<file path="config.mk">
export PLATFORM = sky130hd
export DESIGN_NAME = rice_core_lsu
export DESIGN_NICKNAME = d
export VERILOG_FILES = /design/src/rtl/rice_core_lsu.sv
export SDC_FILE = /design/constraint.sdc
export NUM_CORES = 1
export LEC_CHECK = 0
export CAP_MARGIN = 20
export CORE_UTILIZATION = 43
export DETAILED_ROUTE_END_ITERATION = 8
export PLACE_DENSITY_LB_ADDON = 0.2
export SETUP_SLACK_MARGIN = 0.3
export SLEW_MARGIN = 30
export SYNTH_ARGS = -nofsm -noshare
export SYNTH_HDL_FRONTEND = slang
export SYNTH_SLANG_ARGS = --single-unit
</file>
<file path="constraint.sdc">
create_clock -name i_clk -period 2.3 [get_ports i_clk]
set_input_delay 0.575 -clock i_clk [delete_from_list [all_inputs] [get_ports i_clk]]
set_output_delay 0.575 -clock i_clk [all_outputs]
set_load 0.01 [all_outputs]
</file>
<file path="src/rtl/rice_core_lsu.sv">
// Load/store unit: one outstanding valid/ready bus request, byte-lane alignment, load extension.
// Optional misaligned-access trap enabled by defining RICE_CORE_LSU_MISALIGN_CHECK_EN.
module rice_core_lsu #(
    parameter int ADDRESS_WIDTH = 32,
    parameter int DATA_WIDTH    = 32
) (
    input  logic                     i_clk,
    input  logic                     i_rst_n,
`ifdef RICE_CORE_LSU_MISALIGN_CHECK_EN
    output logic                     o_misaligned,
    output logic [ADDRESS_WIDTH-1:0] o_misaligned_address,
`endif
    input  logic                     i_valid,
    output logic                     o_ready,
    input  logic [1:0]               i_access_type,
    input  logic [2:0]               i_access_mode,
    input  logic [ADDRESS_WIDTH-1:0] i_address,
    input  logic [DATA_WIDTH-1:0]    i_store_data,
    input  logic [4:0]               i_rd,
    output logic                     o_bus_valid,
    input  logic                     i_bus_ready,
    output logic                     o_bus_write,
    output logic [ADDRESS_WIDTH-1:0] o_bus_address,
    output logic [3:0]               o_bus_strobe,
    output logic [DATA_WIDTH-1:0]    o_bus_write_data,
    input  logic                     i_bus_response_valid,
    input  logic [DATA_WIDTH-1:0]    i_bus_read_data,
    output logic                     o_wb_valid,
    output logic [4:0]               o_wb_rd,
    output logic [DATA_WIDTH-1:0]    o_wb_data
);
    typedef enum logic [1:0] {IDLE, REQUEST, WAIT_RESPONSE} state_t;

    state_t      state_reg;
    logic [1:0]  off_reg;
    logic [2:0]  mode_reg;
    logic [4:0]  rd_reg;

    logic        is_store, is_load, misaligned, issue;
    logic [3:0]  strobe_next;
    logic [31:0] wdata_next, shifted, load_ext;

    assign is_store = (i_access_type == 2'd1);
    assign is_load  = (i_access_type == 2'd2);
    assign o_ready  = (state_reg == IDLE);

    // Mode decode: 000/100 byte, 001/101 half, everything else (incl. undefined) word.
    always_comb begin
        strobe_next = 4'hF;
        wdata_next  = i_store_data;
        case (i_access_mode)
            3'b000, 3'b100: begin
                strobe_next = 4'b0001 << i_address[1:0];
                wdata_next  = {4{i_store_data[7:0]}};
            end
            3'b001, 3'b101: begin
                strobe_next = 4'b0011 << i_address[1:0];
                wdata_next  = {2{i_store_data[15:0]}};
            end
            default: ;
        endcase
    end

`ifdef RICE_CORE_LSU_MISALIGN_CHECK_EN
    always_comb begin
        case (i_access_mode)
            3'b000, 3'b100: misaligned = 1'b0;
            3'b001, 3'b101: misaligned = i_address[0];
            default:        misaligned = |i_address[1:0];
        endcase
    end
`else
    assign misaligned = 1'b0;
`endif

    assign issue = i_valid && (is_store || is_load) && !misaligned;

    always_comb begin
        shifted  = i_bus_read_data >> {off_reg, 3'b000};
        load_ext = shifted;
        case (mode_reg)
            3'b000:  load_ext = {{24{shifted[7]}}, shifted[7:0]};
            3'b100:  load_ext = {24'd0, shifted[7:0]};
            3'b001:  load_ext = {{16{shifted[15]}}, shifted[15:0]};
            3'b101:  load_ext = {16'd0, shifted[15:0]};
            default: ;
        endcase
    end

    always_ff @(posedge i_clk) begin
        if (!i_rst_n) begin
            state_reg        <= IDLE;
            off_reg          <= 2'd0;
            mode_reg         <= 3'd0;
            rd_reg           <= 5'd0;
            o_bus_valid      <= 1'b0;
            o_bus_write      <= 1'b0;
            o_bus_address    <= '0;
            o_bus_strobe     <= 4'd0;
            o_bus_write_data <= '0;
            o_wb_valid       <= 1'b0;
            o_wb_rd          <= 5'd0;
            o_wb_data        <= '0;
`ifdef RICE_CORE_LSU_MISALIGN_CHECK_EN
            o_misaligned         <= 1'b0;
            o_misaligned_address <= '0;
`endif
        end else begin
            o_wb_valid <= 1'b0;
`ifdef RICE_CORE_LSU_MISALIGN_CHECK_EN
            o_misaligned <= 1'b0;
            if (state_reg == IDLE && i_valid && (is_store || is_load) && misaligned) begin
                o_misaligned         <= 1'b1;
                o_misaligned_address <= i_address;
            end
`endif
            case (state_reg)
                IDLE: begin
                    if (issue) begin
                        off_reg          <= i_address[1:0];
                        mode_reg         <= i_access_mode;
                        rd_reg           <= i_rd;
                        o_bus_valid      <= 1'b1;
                        o_bus_write      <= is_store;
                        o_bus_address    <= {i_address[ADDRESS_WIDTH-1:2], 2'b00};
                        o_bus_strobe     <= is_store ? strobe_next : 4'hF;
                        o_bus_write_data <= wdata_next;
                        state_reg        <= REQUEST;
                    end
                end
                REQUEST: begin
                    // Stores are posted: no response is expected.
                    if (i_bus_ready) begin
                        o_bus_valid <= 1'b0;
                        state_reg   <= o_bus_write ? IDLE : WAIT_RESPONSE;
                    end
                end
                WAIT_RESPONSE: begin
                    if (i_bus_response_valid) begin
                        o_wb_valid <= 1'b1;
                        o_wb_data  <= load_ext;
                        o_wb_rd    <= rd_reg;
                        state_reg  <= IDLE;
                    end
                end
                default: state_reg <= IDLE;
            endcase
        end
    end
endmodule
</file>
==> results of run 1 <==
## cell type report
cell class	instances	area share
Clock buffer	24	0.05933
Timing Repair Buffer	253	0.3103
Clock inverter	4	0.008285
Multi-Input combinational cell	446	0.3190
Inverter	4	0.001775
Tap cell	147	0.02175
Sequential cell	118	0.2796
## worst paths after layout
kind	start	end	slack [ns]	depth (start not counted)
max	o_bus_valid$_SDFFE_PN0P_	o_bus_valid	0.39	1
min reg2reg	o_bus_address[15]$_SDFFE_PN0P_	o_bus_address[15]$_SDFFE_PN0P_	0.45	2
max reg2reg	off_reg[1]$_SDFFE_PN0P_	o_wb_data[10]$_SDFFE_PN0P_	0.42	4
min	o_bus_address[15]$_SDFFE_PN0P_	o_bus_address[15]$_SDFFE_PN0P_	0.45	2
## power groups by stage
stage	logic, W	clock network, W	registers, W
after global placement	0.000930	0	0.00226
after CTS	0.00103	0.00258	0.00222
after detailed placement	0.000953	0	0.00226
after global routing	0.00110	0.00268	0.00224
final	0.00103	0.00255	0.00222
after floorplan	0.000388	0	0.00229
## layer usage
| layer | global-route usage | part of all wire | vias to the layer above |
|---|---|---|---|
| li1 | - | - | 2549 |
| met1 | 0.2756 | 0.38 | 2460 |
| met2 | 0.4732 | 0.51 | 212 |
| met3 | 0.08838 | 0.084 | 26 |
| met4 | 0.1026 | 0.019 | 0 |
| met5 | 0 | 0 | - |
## cells in the final DEF, fill, tap and decap left out, types with 2 or more instances in the layout
cell / n
sky130_fd_sc_hd__nor2b_1: 4
sky130_fd_sc_hd__dfxtp_2: 2
sky130_fd_sc_hd__inv_1: 4
sky130_fd_sc_hd__nand2_1: 178
sky130_fd_sc_hd__buf_6: 8
sky130_fd_sc_hd__mux2_2: 8
sky130_fd_sc_hd__buf_4: 17
sky130_fd_sc_hd__a21boi_1: 24
sky130_fd_sc_hd__a21boi_0: 47
sky130_fd_sc_hd__a21oi_2: 9
sky130_fd_sc_hd__bufinv_16: 2
sky130_fd_sc_hd__clkbuf_16: 17
sky130_fd_sc_hd__and2_1: 2
sky130_fd_sc_hd__clkdlybuf4s50_1: 213
sky130_fd_sc_hd__mux2i_1: 33
sky130_fd_sc_hd__dfxtp_1: 116
sky130_fd_sc_hd__a22o_1: 7
sky130_fd_sc_hd__dlygate4sd2_1: 3
sky130_fd_sc_hd__nand2b_1: 2
sky130_fd_sc_hd__o211a_1: 16
sky130_fd_sc_hd__nand3_1: 9
sky130_fd_sc_hd__nor2_1: 6
sky130_fd_sc_hd__a21oi_1: 19
sky130_fd_sc_hd__o211ai_1: 8
sky130_fd_sc_hd__buf_12: 8
sky130_fd_sc_hd__nand2_2: 2
sky130_fd_sc_hd__o21ai_0: 47
sky130_fd_sc_hd__nand3b_1: 3
sky130_fd_sc_hd__o21bai_1: 2
sky130_fd_sc_hd__clkbuf_8: 5
sky130_fd_sc_hd__conb_1: 2
sky130_fd_sc_hd__clkinv_2: 2
sky130_fd_sc_hd__buf_16: 3
sky130_fd_sc_hd__clkbuf_1: 2
## per-stage QoR
step	hold WS, ns	std cells	total power, W	TNS (ns)	cell area [sq um]
finish	0.4499	996	0.005801	0	8457
global placement	0.4416	959	0.003187	-11.80	7687
floorplan	0.4353	619	0.002678	0	5320
detailed placement	0.4455	959	0.003215	-13.74	7687
global route	0.4653	996	0.006023	0	8457
CTS	0.4527	996	0.005838	0	8453
## cell families after synthesis
group | Yosys count | synth area share
compound gates | 185 | 0.2457
fa+ha+maj | 1 | 0.002353
buf+inv | 55 | 0.05342
flops | 118 | 0.4443
mux | 42 | 0.08402
other cells | 1 | 0.0007054
simple gates | 216 | 0.1695
## worst min-delay path, delay by kind of cell (launching register included)
| family | cells | cell delay (ns) |
|---|---|---|
| compound gates | 1 | 0.05 |
| flops | 1 | 0.30 |
| simple gates | 1 | 0.05 |
## repair_timing
item / 4_1_cts / 5_1_grt
setup endpoints to repair: 69 / 1
resized for setup: 28 / 1
setup buffers: 6 / 0
cloned: 3 / 0
pin swaps: 6 / 0
==> impl_metrics.json, run 1 <==
{
  "status": "completed",
  "tritoncts": "yes",
  "cp_num_buf_inv": 1,
  "max_freq_ghz": 0.5222,
  "fp.dieW_um": 113.2,
  "grt_antenna_before_repair": 0,
  "synthTopCellsByArea": "sky130_fd_sc_hd__dfxtp_1, sky130_fd_sc_hd__nand2_1, sky130_fd_sc_hd__a21boi_0, sky130_fd_sc_hd__mux2i_1, sky130_fd_sc_hd__o21ai_0",
  "nNetsFinal": 952,
  "grt_util_all_layers": 0.2602,
  "post-route-util": 0.7041,
  "power_internal_w": 0.004447,
  "synth_top_area_share": 0.4443,
  "timing.slew.headroom": 0.4778,
  "crit_type": "flop to output port",
  "timing.hold.worst.class": "flop to flop",
  "vias_per_cell": 5.268,
  "cpLargestDelayFamily": "buffers and inverters",
  "timing.critical_path.from_type": "flop",
  "number_of_buffers_on_the_longest_clock_path": 2,
  "hold_viol_final": 0,
  "worstPathCellList": "clkdlybuf4s50_1",
  "drt_first_pass_iters": 5,
  "wl_per_cell_um": 16.48,
  "ys_ff_latch": 118,
  "synthCells": 618,
  "timing.final.crit_share": 0.8326,
  "pwr-share-seq": 0.383,
  "grt_start_max_net_pins": 51,
  "floorplan.initialDensity": 0.4426,
  "ioPinCount": 220,
  "core_area_sq_um": 12010,
  "p_sw_w": 0.001355,
  "post_synth_most_frequent_cells": "sky130_fd_sc_hd__nand2_1, sky130_fd_sc_hd__dfxtp_1, sky130_fd_sc_hd__a21boi_0, sky130_fd_sc_hd__o21ai_0, sky130_fd_sc_hd__mux2i_1",
  "static-leakage-power_nw": 3.280,
  "netlist_area_sq_um": 5316,
  "post_synth_num_cell_types": 42,
  "ys.flop_type": "sky130_fd_sc_hd__dfxtp_1",
  "synthesis.yosys.warnings": 0,
  "worst_ep_arrival_time_ns": 1.34,
  "clock_power_share": 0.439,
  "globalRoute.totalOverflow": 0,
  "drive_above_1_share": 0.1095,
  "cp.required_ns": 1.73,
  "post_cts_hold_buffer_count": 0,
  "slowest_delay_ns": 0.59,
  "layout_min_cycle_time_ns": 1.915,
  "timing_max_transition_violations_final": 0,
  "finalWorstSetupSlack_ns": 0.3850,
  "comb_power_share": 0.177,
  "grt_setup_unrepaired": "no",
  "post_synth.cell_area_avg_sq_um": 8.603,
  "drt-total-wl_um": 16420,
  "pre_cts_ws_ns": -0.2720,
  "sequential_cell_area_sq_um": 2365,
  "vdd.ir_drop.worst_uv": 471.7,
  "fraction_of_synthesis_flops_using_an_asynchronous_set_or_reset_pin": 0,
  "power_per_cell_area_nw_per_um2": 686.0,
  "biggestRegsByFlops": "o_bus_write_data (32), o_wb_data (32), o_bus_address (30)",
  "clk-insertion-delay-late_ns": 0.40,
  "cts_num_sinks": 118,
  "multiInputGateArea_sq_um": 2698,
  "synth-edff-count": 0,
  "clkSlewWorstSetupHoldPaths_ns": 0.05,
  "grt_pass1_vias": 5319,
  "max_cap_violations": 0,
  "port-buffer-count": 217,
  "cp_max_fo": 3,
  "cts_root_buf": "sky130_fd_sc_hd__clkbuf_16",
  "seq_area_frac_synth": 0.4443,
  "drc_errors": 0,
  "finalClockSkew_ns": 0.005906,
  "first_pass_grt_wire_length_um": 26020,
  "swShare": 0.2335,
  "most_frequently_used_cell_type_in_the_post_synthesis_netlist": "sky130_fd_sc_hd__nand2_1",
  "fillers": 957,
  "antenna_cells": 0,
  "area_growth_syn_to_layout_pct": 59.07,
  "yosys.area.top_type": "sky130_fd_sc_hd__dfxtp_1",
  "die_height_um": 113.2,
  "detail_route.iter0.violations": 351,
  "via_count": 5247,
  "h-tree-depth": 4,
  "cts-buffers-inserted": 17,
  "route.antenna.remaining_nets": 0,
  "gp_congestion": 0.9049,
  "critical_path.slowest_cell": "sky130_fd_sc_hd__clkdlybuf4s50_1",
  "place.detailed.hpwl_um": 11810,
  "worstMarginPinSlew_ns": 0.7805,
  "finalSetupViolCount": 0,
  "die_area_sq_um": 12810,
  "num_rows": 40,
  "critical_path.endpoint_type": "output port"
}
No activity file was read; power rests on OpenSTA's default activity.
==> run 2: changes to the inputs <==
--- a/config.mk
+++ b/config.mk
@@ -6,7 +6,7 @@
 export NUM_CORES = 1
 export LEC_CHECK = 0
 export CAP_MARGIN = 20
-export CORE_UTILIZATION = 43
+export CORE_UTILIZATION = 39
 export DETAILED_ROUTE_END_ITERATION = 8
 export PLACE_DENSITY_LB_ADDON = 0.2
 export SETUP_SLACK_MARGIN = 0.3
==> constraint.sdc (replaced) <==
create_clock -name i_clk -period 1.7 [get_ports i_clk]
set_input_delay 0.425 -clock i_clk [delete_from_list [all_inputs] [get_ports i_clk]]
set_output_delay 0.425 -clock i_clk [all_outputs]
set_load 0.01 [all_outputs]
==> run 2 against run 1 <==
Compared with the run above: critical path depth rose by 6; sequential cell count did not move; via count rose by 6.5%; setup slack got worse by 0.26 ns; largest cell class unchanged; largest power group unchanged; highest routed layer unchanged.
==> impl_metrics.json, run 2 (synthesized netlist as in run 1, its figures left out) <==
{
  "status": "completed",
  "grt_busiest_layer": "met2",
  "gr-usage-met2": 0.4335,
  "power_per_cell_area_nw_per_um2": 878.9,
  "globalRoute.totalOverflow": 0,
  "first_pass_grt_wire_length_um": 27770,
  "timing.hold.worst.class": "input port to flop",
  "cpLargestDelayFamily": "simple AND/OR/NAND/NOR gates",
  "worstPathCellList": "buf_6 > ha_4 > nand2b_4 > buf_4 > or3_4 > nor3b_4 > a21oi_1",
  "clkSlewWorstSetupHoldPaths_ns": 0.05,
  "max_cap_violations": 0,
  "timing.critical_path.from_type": "input port",
  "layout_common_cells": "sky130_fd_sc_hd__nand2_1, sky130_fd_sc_hd__buf_2, sky130_fd_sc_hd__clkdlybuf4s50_1",
  "cp.required_ns": 1.97,
  "grt_setup_unrepaired": "yes",
  "setup_tns_ns": 0,
  "wl_per_cell_um": 16.97,
  "grt_pass1_vias": 5464,
  "grt_start_max_net_pins": 44,
  "biggestRegsByFlops": "o_bus_write_data (32), o_wb_data (32), o_bus_address (30)",
  "h-tree-depth": 4,
  "timing_max_transition_violations_final": 0,
  "max_freq_ghz": 0.6344,
  "port-buffer-count": 217,
  "layout_min_cycle_time_ns": 1.576,
  "cts_num_sinks": 118,
  "tritoncts": "yes",
  "timing.final.crit_share": 0.9272,
  "cp_num_buf_inv": 2,
  "worst_ep_arrival_time_ns": 1.85,
  "fp.dieW_um": 118.8,
  "grt_util_all_layers": 0.2510,
  "grt_antenna_before_repair": 0,
  "die_height_um": 118.8,
  "post-place-cells": 1017,
  "critical_path.endpoint_type": "flop",
  "place.detailed.hpwl_um": 12060,
  "cts-buffers-inserted": 17,
  "route.antenna.remaining_nets": 0,
  "crit_type": "input port to flop",
  "antenna_cells": 0,
  "drt_first_pass_iters": 4,
  "cts_root_buf": "sky130_fd_sc_hd__clkbuf_16",
  "hold_slack_ns": 0.3681,
  "floorplan.initialDensity": 0.4015,
  "grtUsageMet1": 0.2806,
  "drive_above_1_share": 0.3914,
  "fin_area_sq_um": 8920,
  "area_growth_syn_to_layout_pct": 67.78,
  "core_area_sq_um": 13240,
  "cp_max_fo": 5,
  "gp_congestion": 0.8581,
  "via_count": 5589,
  "detailed_place.area_sq_um": 7953,
  "fin_cells": 1083,
  "clk-insertion-delay-late_ns": 0.41,
  "vias_per_cell": 5.161,
  "final_common_cell": "sky130_fd_sc_hd__nand2_1",
  "multiInputGateArea_sq_um": 3037,
  "detail_route.iter0.violations": 333,
  "drt-total-wl_um": 18380,
  "nNetsFinal": 1006,
  "critical_path.slowest_cell": "sky130_fd_sc_hd__or3_4",
  "finalSetupViolCount": 0,
  "sequential_cell_area_sq_um": 2399,
  "finalClockSkew_ns": 0.004423,
  "met3_usage": 0.07915,
  "post-route-util": 0.6736,
  "ioPinCount": 220,
  "slowest_delay_ns": 0.38,
  "fillers": 1096,
  "num_rows": 42,
  "drc_errors": 0,
  "number_of_buffers_on_the_longest_clock_path": 2,
  "hold_viol_final": 0,
  "static-leakage-power_nw": 3.980,
  "vdd.ir_drop.worst_uv": 569.4,
  "die_area_sq_um": 14100
}
-- run 2: changes by cell type in the layout (fill, tap and decap cells not counted), moves of 23 or more --
cell and delta:
sky130_fd_sc_hd__buf_2 +107, sky130_fd_sc_hd__clkdlybuf4s50_1 -111, sky130_fd_sc_hd__nand2_1 -32, sky130_fd_sc_hd__buf_4 +39
sky130_fd_sc_hd__dfxtp_1 -23, sky130_fd_sc_hd__a21boi_0 -32
-- run 2: through the flow --
step	setup slack (ns)	power, W
final	0.1237	0.007840
after detailed placement	-0.7142	0.004396
after floorplan	-0.05674	0.003649
after CTS	0.1859	0.007754
after global placement	-0.6439	0.004365
after global routing	0.1245	0.008154
-- run 2: layout make-up --
| type | instances | area share |
|---|---|---|
| clock buffers | 21 | 0.05274 |
| clock inverters | 11 | 0.008697 |
| repair buffers | 307 | 0.3023 |
| inverters | 4 | 0.002244 |
| well taps | 176 | 0.02469 |
| flip-flops and latches | 118 | 0.2689 |
| multi-input cells | 446 | 0.3404 |
-- run 2: path summary, 6_finish.rpt --
| path | start | to | slack (ns) | cells past startpoint |
|---|---|---|---|---|
| worst max-delay path | i_access_type[0] | o_bus_strobe[0]$_SDFFE_PN0P_ | 0.12 | 7 |
| worst min-delay path | i_rst_n | o_wb_data[15]$_SDFFE_PN0P_ | 0.37 | 3 |
| worst max register to register | off_reg[0]$_SDFFE_PN0P_ | o_wb_data[29]$_SDFFE_PN0P_ | 0.20 | 5 |
| worst min register to register | o_bus_write_data[6]$_SDFFE_PN0P_ | o_bus_write_data[6]$_SDFFE_PN0P_ | 0.45 | 2 |
-- run 2: per-layer routing --
layer / share of wire / vias up / wire length [um]
li1: - / 2678 / -
met1: 0.40 / 2660 / 7285
met2: 0.50 / 216 / 9248
met3: 0.074 / 35 / 1354
met4: 0.027 / 0 / 495
met5: 0 / - / 0
-- run 2: tightest hold or removal path, stage by stage --
cell                      delay (ns)
sky130_fd_sc_hd__buf_2          0.17
sky130_fd_sc_hd__o21ai_0        0.09
sky130_fd_sc_hd__a31oi_1        0.05
-- run 2: what timing repair did --
item                       in CTS  in global routing
gates resized for setup       511                108
gates cloned                    9                  2
hold endpoints to repair        0                  0
pin swaps                      37                 39
setup endpoints to repair     216                126
buffers inserted               15                  8
hold buffers                    0                  0
-- run 2: power by group --
group,internal (W),leakage (nW),switching [W]
registers,0.00292,0.973,0.0000894
clock network,0.00197,0.265,0.00126
logic,0.000869,2.74,0.000736
